`src/rtl/wb_ram_arbiter_pkg.sv`:
```
// ============================================================================
// wb_ram_arbiter_pkg : shared Wishbone widths, CTI/BTE codes, arbiter states
// Rev 1.0
// ============================================================================
`default_nettype none

package wb_ram_arbiter_pkg;

  localparam int c_ADR_W = 32;
  localparam int c_DAT_W = 32;
  localparam int c_SEL_W = 4;

  localparam logic [2:0] c_CTI_CLASSIC = 3'b000;
  localparam logic [2:0] c_CTI_CONST   = 3'b001;
  localparam logic [2:0] c_CTI_INCR    = 3'b010;
  localparam logic [2:0] c_CTI_END     = 3'b111;

  localparam logic [1:0] c_BTE_LINEAR  = 2'b00;
  localparam logic [1:0] c_BTE_WRAP4   = 2'b01;
  localparam logic [1:0] c_BTE_WRAP8   = 2'b10;
  localparam logic [1:0] c_BTE_WRAP16  = 2'b11;

  localparam logic [0:0] c_ST_IDLE = 1'b0;
  localparam logic [0:0] c_ST_BUSY = 1'b1;

endpackage

`default_nettype wire

```
`src/rtl/wb_rr_pick.sv`:
```
// ============================================================================
// wb_rr_pick : combinational rotating-priority picker with optional m0 priority
// Rev 1.0
// ============================================================================
`default_nettype none

module wb_rr_pick #(
  parameter int NUM_M = 3,
  localparam int c_IDX_W = (NUM_M > 1) ? $clog2(NUM_M) : 1
) (
  input  logic [NUM_M-1:0]   req,
  input  logic [c_IDX_W-1:0] last,
  input  logic               prio0,
  output logic [NUM_M-1:0]   win,
  output logic               valid
);

  logic [c_IDX_W-1:0] w_idx;
  logic               w_found;

  // Scan upward starting just after the previous owner.
  always_comb begin
    win     = '0;
    w_idx   = '0;
    w_found = 1'b0;
    if (prio0 && req[0]) begin
      win[0] = 1'b1;
    end else begin
      for (int k = 1; k <= NUM_M; k++) begin
        w_idx = c_IDX_W'((int'(last) + k) % NUM_M);
        if (!w_found && req[w_idx]) begin
          win[w_idx] = 1'b1;
          w_found    = 1'b1;
        end
      end
    end
  end

  assign valid = |req;

endmodule

`default_nettype wire

```
`src/rtl/wb_ram_arbiter.sv`:
```
// ============================================================================
// wb_ram_arbiter : shares one Wishbone RAM slave between NUM_M masters with
//                  whole-cycle grants and a stall watchdog. Rev 1.0
// ============================================================================
`default_nettype none

module wb_ram_arbiter
  import wb_ram_arbiter_pkg::*;
#(
  parameter int NUM_M   = 3,
  parameter int PRIO0   = 1,
  parameter int TIMEOUT = 255
) (
  input  logic                       clk_i,
  input  logic                       rst_i,
  input  logic [c_ADR_W*NUM_M-1:0]   m_adr_i,
  input  logic [c_DAT_W*NUM_M-1:0]   m_dat_i,
  input  logic [c_SEL_W*NUM_M-1:0]   m_sel_i,
  input  logic [NUM_M-1:0]           m_we_i,
  input  logic [NUM_M-1:0]           m_cyc_i,
  input  logic [NUM_M-1:0]           m_stb_i,
  input  logic [3*NUM_M-1:0]         m_cti_i,
  input  logic [2*NUM_M-1:0]         m_bte_i,
  output logic [c_DAT_W-1:0]         m_dat_o,
  output logic [NUM_M-1:0]           m_ack_o,
  output logic [NUM_M-1:0]           m_err_o,
  output logic [c_ADR_W-1:0]         s_adr_o,
  output logic [c_DAT_W-1:0]         s_dat_o,
  output logic [c_SEL_W-1:0]         s_sel_o,
  output logic                       s_we_o,
  output logic                       s_cyc_o,
  output logic                       s_stb_o,
  output logic [2:0]                 s_cti_o,
  output logic [1:0]                 s_bte_o,
  input  logic [c_DAT_W-1:0]         s_dat_i,
  input  logic                       s_ack_i,
  input  logic                       s_err_i,
  output logic [NUM_M-1:0]           grant_o,
  output logic                       timeout_o
);

  localparam int c_IDX_W = (NUM_M > 1) ? $clog2(NUM_M) : 1;
  localparam int c_WD_W  = $clog2(TIMEOUT + 1);

  logic [0:0]         r_state;
  logic [NUM_M-1:0]   r_grant;
  logic [c_IDX_W-1:0] r_last;
  logic [c_WD_W-1:0]  r_wdog;

  logic [NUM_M-1:0]   w_win;
  logic               w_win_valid;
  logic [c_IDX_W-1:0] w_gidx;
  logic [c_ADR_W-1:0] w_adr;
  logic [c_DAT_W-1:0] w_dat;
  logic [c_SEL_W-1:0] w_sel;
  logic [2:0]         w_cti;
  logic [1:0]         w_bte;
  logic               w_we, w_cyc, w_stb;
  logic               w_busy, w_stall, w_abort, w_leave;

  wb_rr_pick #(.NUM_M(NUM_M)) u_pick (
    .req   (m_cyc_i),
    .last  (r_last),
    .prio0 (PRIO0 != 0),
    .win   (w_win),
    .valid (w_win_valid)
  );

  // AND-OR mux on the one-hot grant; an empty grant yields all-zero slave signals.
  always_comb begin
    w_gidx = '0;
    w_adr  = '0;
    w_dat  = '0;
    w_sel  = '0;
    w_cti  = '0;
    w_bte  = '0;
    w_we   = 1'b0;
    w_cyc  = 1'b0;
    w_stb  = 1'b0;
    for (int k = 0; k < NUM_M; k++) begin
      if (r_grant[k]) begin
        w_gidx = c_IDX_W'(k);
        w_adr  = w_adr | m_adr_i[k*c_ADR_W +: c_ADR_W];
        w_dat  = w_dat | m_dat_i[k*c_DAT_W +: c_DAT_W];
        w_sel  = w_sel | m_sel_i[k*c_SEL_W +: c_SEL_W];
        w_cti  = w_cti | m_cti_i[k*3 +: 3];
        w_bte  = w_bte | m_bte_i[k*2 +: 2];
        w_we   = w_we  | m_we_i[k];
        w_cyc  = w_cyc | m_cyc_i[k];
        w_stb  = w_stb | m_stb_i[k];
      end
    end
  end

  assign w_busy  = (r_state == c_ST_BUSY);
  assign w_stall = w_busy && w_stb && !s_ack_i && !s_err_i;
  assign w_abort = w_stall && (r_wdog == c_WD_W'(TIMEOUT - 1));
  assign w_leave = w_busy && (!w_cyc || w_abort);

  assign s_adr_o   = w_adr;
  assign s_dat_o   = w_dat;
  assign s_sel_o   = w_sel;
  assign s_cti_o   = w_cti;
  assign s_bte_o   = w_bte;
  assign s_we_o    = w_we;
  assign s_cyc_o   = w_busy && w_cyc && !w_abort;
  assign s_stb_o   = w_busy && w_stb && !w_abort;
  assign m_dat_o   = s_dat_i;
  assign m_ack_o   = w_busy ? (r_grant & {NUM_M{s_ack_i}}) : '0;
  assign m_err_o   = w_busy ? (r_grant & {NUM_M{s_err_i | w_abort}}) : '0;
  assign grant_o   = r_grant;
  assign timeout_o = w_abort;

  always_ff @(posedge clk_i) begin
    if (rst_i) begin
      r_state <= c_ST_IDLE;
      r_grant <= '0;
      r_last  <= c_IDX_W'(NUM_M - 1);
      r_wdog  <= '0;
    end else begin
      case (r_state)
        c_ST_IDLE: begin
          if (w_win_valid) begin
            r_state <= c_ST_BUSY;
            r_grant <= w_win;
          end
        end
        c_ST_BUSY: begin
          if (w_leave) begin
            r_state <= c_ST_IDLE;
            r_grant <= '0;
            r_last  <= w_gidx;
          end
        end
        default: r_state <= c_ST_IDLE;
      endcase

      // Saturating stall counter; any response or leaving BUSY restarts it.
      if (!w_busy || w_leave || s_ack_i || s_err_i) begin
        r_wdog <= '0;
      end else if (w_stall && (r_wdog != {c_WD_W{1'b1}})) begin
        r_wdog <= r_wdog + 1'b1;
      end
    end
  end

  a_busy_onehot: assert property (@(posedge clk_i) disable iff (rst_i)
    (r_state == c_ST_BUSY) |-> $onehot(r_grant));

endmodule

`default_nettype wire

```
`config.mk`:
```
export PLATFORM = sky130hd
export DESIGN_NAME = wb_ram_arbiter
export DESIGN_NICKNAME = d
export VERILOG_FILES = /design/src/rtl/wb_ram_arbiter_pkg.sv /design/src/rtl/wb_rr_pick.sv /design/src/rtl/wb_ram_arbiter.sv
export SDC_FILE = /design/constraint.sdc
export NUM_CORES = 1
export LEC_CHECK = 0
export CORE_AREA = 2 2 149 151
export CTS_CLUSTER_DIAMETER = 100
export DETAILED_ROUTE_END_ITERATION = 16
export DIE_AREA = 0 0 151 153
export MAX_ROUTING_LAYER = met4
export PLACE_DENSITY = 0.45
export SLEW_MARGIN = 30
export SYNTH_ARGS = -nofsm -noshare
export SYNTH_HDL_FRONTEND = slang
export SYNTH_HIERARCHICAL = 1
export SYNTH_SLANG_ARGS = --single-unit
```
`constraint.sdc`:
```
create_clock -name clk_i -period 5.98 [get_ports clk_i]
set_clock_uncertainty 0.05 [all_clocks]
set_input_delay 1.794 -clock clk_i [delete_from_list [all_inputs] [get_ports clk_i]]
set_output_delay 1.794 -clock clk_i [all_outputs]
set_load 0.02 [all_outputs]
```
## Word level (Yosys, flattened, before mapping)

Cells that the tools add are included.

- Bits in registers: 14
- Bits in latches: 0
- Bits in writable memories: 0
- Bits in read-only memories: 0
- Input bits: 264
- Word-level logic and storage cells: 129
- Memories kept: 0

- $add $sub $neg: 4
- Multiply operators: 0
- Divide/modulo/power cells: 3
- Order comparisons: 6
- Equality and inequality tests: 4
- Shift operators: 0
- Mux-type cells: 57
- Bitwise gates (word level): 22
- Reduce and logical (&&, ||, !) cells: 29

Operators with widths:

| kind | count |
|---|---|
| 2-to-1 mux 32 bit | 6 |
| OR 32 bit | 4 |
| modulo 32 x 3 -> 32 bit, second input constant | 3 |
| 2-to-1 mux 3 bit | 12 |
| 2-to-1 mux 1 bit | 23 |
| logical AND 1 bit | 14 |
| 2-to-1 mux 4 bit | 3 |
| OR 3 bit | 4 |
| 2-to-1 mux 2 bit | 5 |
| < comparator 2 x 3 -> 1 bit, second input constant | 3 |
| adder 8 x 1 -> 8 bit, second input constant | 1 |
| equality test 8 bit, second input constant | 1 |
| inequality test 8 bit, second input constant | 1 |
| OR 4 bit | 2 |
| logical NOT 1 bit | 7 |
| OR 1 bit | 7 |
| adder 2 x 2 -> 3 bit, second input constant | 2 |
| AND 3 bit | 2 |
| binary-select mux 1 bit (select 2 bit) | 3 |
| demux 1 bit (select 2 bit) | 3 |
| >= comparator 2 x 1 -> 1 bit, second input constant | 3 |
| case mux 3 bit (2 select lines) | 1 |
| logical OR 1 bit | 4 |
| inequality test 2 x 1 -> 1 bit, second input constant | 2 |
| other kinds (7) | 9 |

## Longest topological paths before layout

- Depth after elaboration: 16
- Gate-level depth with buffers: 9
- Mapped depth without buffers: 8

## Cells and area by module

The synthesis kept the hierarchy.

Modules (own cells, without submodules):

| module | times used | cells each | area an instance (um^2) | sequential area each (um^2) |
|---|---|---|---|---|
| wb_ram_arbiter | 1 | 307 | 2182.1 | 280.3 |
| wb_rr_pick | 1 | 34 | 267.8 | 0.0 |

## Least setup slack after synthesis

No wires, ideal clock.

- Path kind: input -> output
- Start: in s_err_i
- End: out s_cyc_o
- Data arrival time: 3384 ps
- Data required time: 4136 ps
- Path slack: 752 ps
- Stages: 4
- Cells stage by stage: or3b_1 -> nor4_1 -> or3b_1 -> inv_1

- Longest elaborated chain between the ends: 5

Ends and longest elaborated chain:

| element | RTL line | source |
|---|---|---|
| start, declared | wb_ram_arbiter.sv:37 | `input logic s_err_i,` |
| logical NOT 1 bit | wb_ram_arbiter.sv:96 | `assign w_stall = w_busy && w_stb && !s_ack_i && !s_err_i;` |
| logical AND 1 bit | wb_ram_arbiter.sv:96 |  |
| logical AND 1 bit | wb_ram_arbiter.sv:97 | `assign w_abort = w_stall && (r_wdog == c_WD_W'(TIMEOUT - 1));` |
| named net timeout_o | wb_ram_arbiter.sv:39 | `output logic timeout_o` |
| logical NOT 1 bit | wb_ram_arbiter.sv:106 | `assign s_cyc_o = w_busy && w_cyc && !w_abort;` |
| logical AND 1 bit | wb_ram_arbiter.sv:106 |  |
| end, declared | wb_ram_arbiter.sv:31 | `output logic s_cyc_o,` |

The timed path passes the listed nets, and every way through them passes these cells.

## Worst setup path in the final report

- Start: in s_ack_i
- End: out s_stb_o

- Longest elaborated chain between the ends: 6

Ends and longest elaborated chain:

| element | RTL line | source |
|---|---|---|
| start, declared | wb_ram_arbiter.sv:36 | `input logic s_ack_i,` |
| logical NOT 1 bit | wb_ram_arbiter.sv:96 |  |
| logical AND 1 bit (2 in series) | wb_ram_arbiter.sv:96 |  |
| logical AND 1 bit | wb_ram_arbiter.sv:97 |  |
| logical NOT 1 bit | wb_ram_arbiter.sv:107 | `assign s_stb_o = w_busy && w_stb && !w_abort;` |
| logical AND 1 bit | wb_ram_arbiter.sv:107 |  |
| end, declared | wb_ram_arbiter.sv:32 | `output logic s_stb_o,` |

No other way between the ends.

==> results.yml <==
hold_path:
  hold_start: "r_wdog[6]$_SDFFE_PP0P_"
  holdPathStages: 2
  hp-class: "reg -> reg"
  min_to: "r_wdog[6]$_SDFFE_PP0P_"
timing:
  timing.setup.tns_ns: 0
  finalCritPeriodShare_pct: 97.0
  hold_violations: 0
  worstMarginPinSlew_ns: 0.870
  slew_headroom_pct: 42.0
  period_minus_slack_ns: 5.80
  max_freq_ghz: 0.172
  drv_slew: 0
  rsz0062_at_grt: "no"
  finalSetupViolations: 0
critical_path:
  crit_required_ns: 4.14
  r2r_cells: 5
  path_buf_inv: 3
  path_class: "in -> out"
  max_stage_delay_ns: 0.54
  critPathArrivalTime_ns: 3.95
  critPathSlowestCell: "clkdlybuf4s50_1"
  critPathMaxFanout: 3
  cpMostUsedCell: "clkdlybuf4s50_1"
  regToRegSetupSlack_ns: 3.67
  crit_chain: "clkdlybuf4s50_1, or3b_1, nor4_1, buf_4, or2b_1, nor2_1, clkdlybuf4s50_1"
  worst_setup_path_end_kind: "output pin"
  reg2reg_to: "r_wdog[5]$_SDFFE_PP0P_"
  timing.rr.start: "r_state$_SDFF_PP0_"
  critPathTopFamily: "buffers and inverters"
  worst_setup_path_start_kind: "input port"
power:
  swShare_pct: 37.0
  vdd_drop_max_mv: 0.0993
  power_density_mw_per_mm2: 144
  p_int_mw: 0.522
  comb_power_share_pct: 70.5
  p_leak_nw: 2.43
  switchingPower_mw: 0.306
  pwr-share-seq_pct: 12.5
  pwr-share-clk_pct: 17.0
global_route:
  grtUsageMet1_pct: 13.7
  grt_start_max_net_pins: 75
  overflow: 0
  grt_pass1_wl_mm: 21.7
  grt_usage_pct: 12.2
  grt_pass1_vias: 3797
  grt_util_met2_pct: 20.5
  use_met3_pct: 5.25
  antenna_found_initial: 0
  grt_busiest_layer: "met2"
die:
  start_util_pct: 11.4
  row_count: 54
  dieWidth_um: 151
  die-area_mm2: 0.0231
  io-pin-count: 382
  die_h_um: 153
  core-area_mm2: 0.0215
synthesis:
  synth_edf_count: 0
  ys_ff_latch: 14
  ys_seq_area_share_pct: 11.4
  syn_inst: 341
  ys_warn_count: 6
  syn-cell-area_mm2: 0.00245
  ys.flop_type: "dfxtp_1"
  synth_area_leaders: "a222oi_1 31%, inv_1 13%, dfxtp_1 11%, buf_4 10%, clkbuf_1 3.2%"
  yosys.area.top_type_share_pct: 31.1
  synth_top_area_cell: "a222oi_1"
  synth_fp_nets: 611
  synthArstFlopShare_pct: 0
  synthDistinctLibCells: 49
  postSynthAreaPerCell_um2: 7.18
placed_design:
  gp_congestion: 0.810
  portBuffers: 317
  hpwl_mm: 12.4
  dp_cells: 885
cells_and_area:
  fin_cells: 889
  area.growth.synth_to_final_pct: 135
  final_nets: 880
  diodes: 0
  drive_gt1_share_pct: 3.78
detailed_routing:
  drt_wl_total_mm: 15.3
  vias_per_cell: 4.39
  first_pass_iters: 6
  ant_nets: 0
  drcViolationCount: 0
  wl_per_cell_um: 17.2
  drtIter0Drc: 469
  vias: 3902
status:
  status: "completed"
clocking:
  cts_root_buf: "clkbuf_16"
  clock_sinks: 14
  clk_pin_slew_ns: 0.05
  clk_path_buf_depth: 2
  ctsHtreeMaxLevel: 1
  cts_tree: "yes"
  cts_hold_buf: 0
  cts_setup_buffers: 0
  clk_latency_ns: 0.24
  post_cts_resized: 0
  numCtsBuffers: 3
flow_run:
  cap_violations: 0
[worst register-to-register path: cells and delay by family, from the launching register on]
kind                   cells  cell delay [ns]
AOI/OAI and AO/OA          1             0.16
and+or+nand+nor            3             1.36
DFF                        1             0.49
buffers and inverters      1             0.17
[cell usage in the layout, fill, tap and decap left out, types with 2 or more instances in the layout]
cell type | netlist | final
a21oi_1 | 8 | 8
a222oi_1 | 76 | 76
and3_1 | 4 | 4
buf_4 | 33 | 10
clkbuf_16 | 0 | 3
clkdlybuf4s50_1 | 0 | 317
dfxtp_1 | 14 | 11
dfxtp_2 | 0 | 3
ha_1 | 6 | 6
inv_1 | 88 | 88
mux2i_1 | 4 | 4
nand2_1 | 6 | 6
nand2b_1 | 2 | 2
nand3_1 | 5 | 5
nand3b_1 | 4 | 4
nor2_1 | 10 | 10
nor3_1 | 2 | 2
nor4_1 | 3 | 3
o21ai_0 | 5 | 5
o31ai_1 | 2 | 2
o32ai_1 | 3 | 3
o41ai_1 | 2 | 2
or3_1 | 6 | 6
or3b_1 | 2 | 2
or4_1 | 2 | 2
xnor2_1 | 2 | 2
[synthesized netlist by cell type, drive strengths merged, types with 2 or more instances]
cell type,count
inv,88
a222oi,76
buf,42
clkbuf,21
dfxtp,14
nor2,10
a21oi,8
ha,6
nand2,6
o21ai,6
or3,6
nand3,5
and3,4
mux2i,4
nand3b,4
nor4,3
o32ai,3
a211oi,2
mux2,2
nand2b,2
nor3,2
o31ai,2
o41ai,2
or3b,2
or4,2
xnor2,2
[worst max path at each step]
| stage | slack [ns] | to | cells after the start | startpoint |
|---|---|---|---|---|
| after global routing | 0.05 | s_cyc_o | 6 | m_stb_i[0] |
| after floorplan | 0.75 | s_cyc_o | 4 | s_err_i |
| after detailed placement | 0.21 | s_cyc_o | 6 | m_stb_i[0] |
| after global placement | 0.26 | s_stb_o | 7 | s_err_i |
| after CTS | 0.21 | s_cyc_o | 6 | m_stb_i[0] |
| final | 0.18 | s_stb_o | 7 | s_ack_i |
[flip-flops by register name, indices dropped and copies added (netlist names)]
register,count
r_wdog,8
grant_o,3
r_last,2
r_state,1
[per-stage QoR]
| step | instance area [um2] | util, % | worst slack, ns | hold slack, ns | total power [mW] |
|---|---|---|---|---|---|
| finish | 5760 | 26.8 | 0.181 | 0.467 | 0.828 |
| global route | 5760 | 26.8 | 0.0543 | 0.490 | 0.881 |
| CTS | 5760 | 26.8 | 0.210 | 0.458 | 0.838 |
| detailed placement | 5670 | 26.4 | 0.215 | 0.451 | 0.692 |
| global placement | 5670 | 26.4 | 0.261 | 0.443 | 0.689 |
| floorplan | 2450 | - | 0.752 | 0.418 | 0.379 |
[layout make-up]
type                            instances  area (um2)
Fill cell                            2286       15700
Inverter                               88         330
Timing Repair Buffer                  327        3250
Clock buffer                            4        88.8
Multi-Input combinational cell        176        1460
Sequential cell                        14         284
Tap cell                              280         350
[cell families after synthesis]
logic type | after synthesis | share of synthesized area [%]
buffers and inverters | 151 | 28.9
AO/OA/AOI/OAI | 105 | 39.2
multiplexers | 6 | 2.71
other | 1 | 0.153
AND/OR/NAND/NOR | 56 | 13.8
adder cells (fa/ha/maj) | 6 | 3.06
flip-flops | 14 | 11.4
XOR/XNOR | 2 | 0.715
[routing by layer]
metal / wire length, um / vias to the layer above
met5: 0 / -
met4: 195 / 0
met3: 2090 / 20
met2: 7200 / 236
met1: 5770 / 1826
li1: - / 1820
[power groups by stage]
| stage | Clock, mW | Sequential (mW) | Combinational (mW) |
|---|---|---|---|
| finish | 0.141 | 0.103 | 0.583 |
| global route | 0.151 | 0.104 | 0.626 |
| CTS | 0.144 | 0.103 | 0.591 |
| detailed placement | 0 | 0.105 | 0.587 |
| global placement | 0 | 0.105 | 0.584 |
| floorplan | 0 | 0.103 | 0.276 |
(Power assumes the default switching activity.)
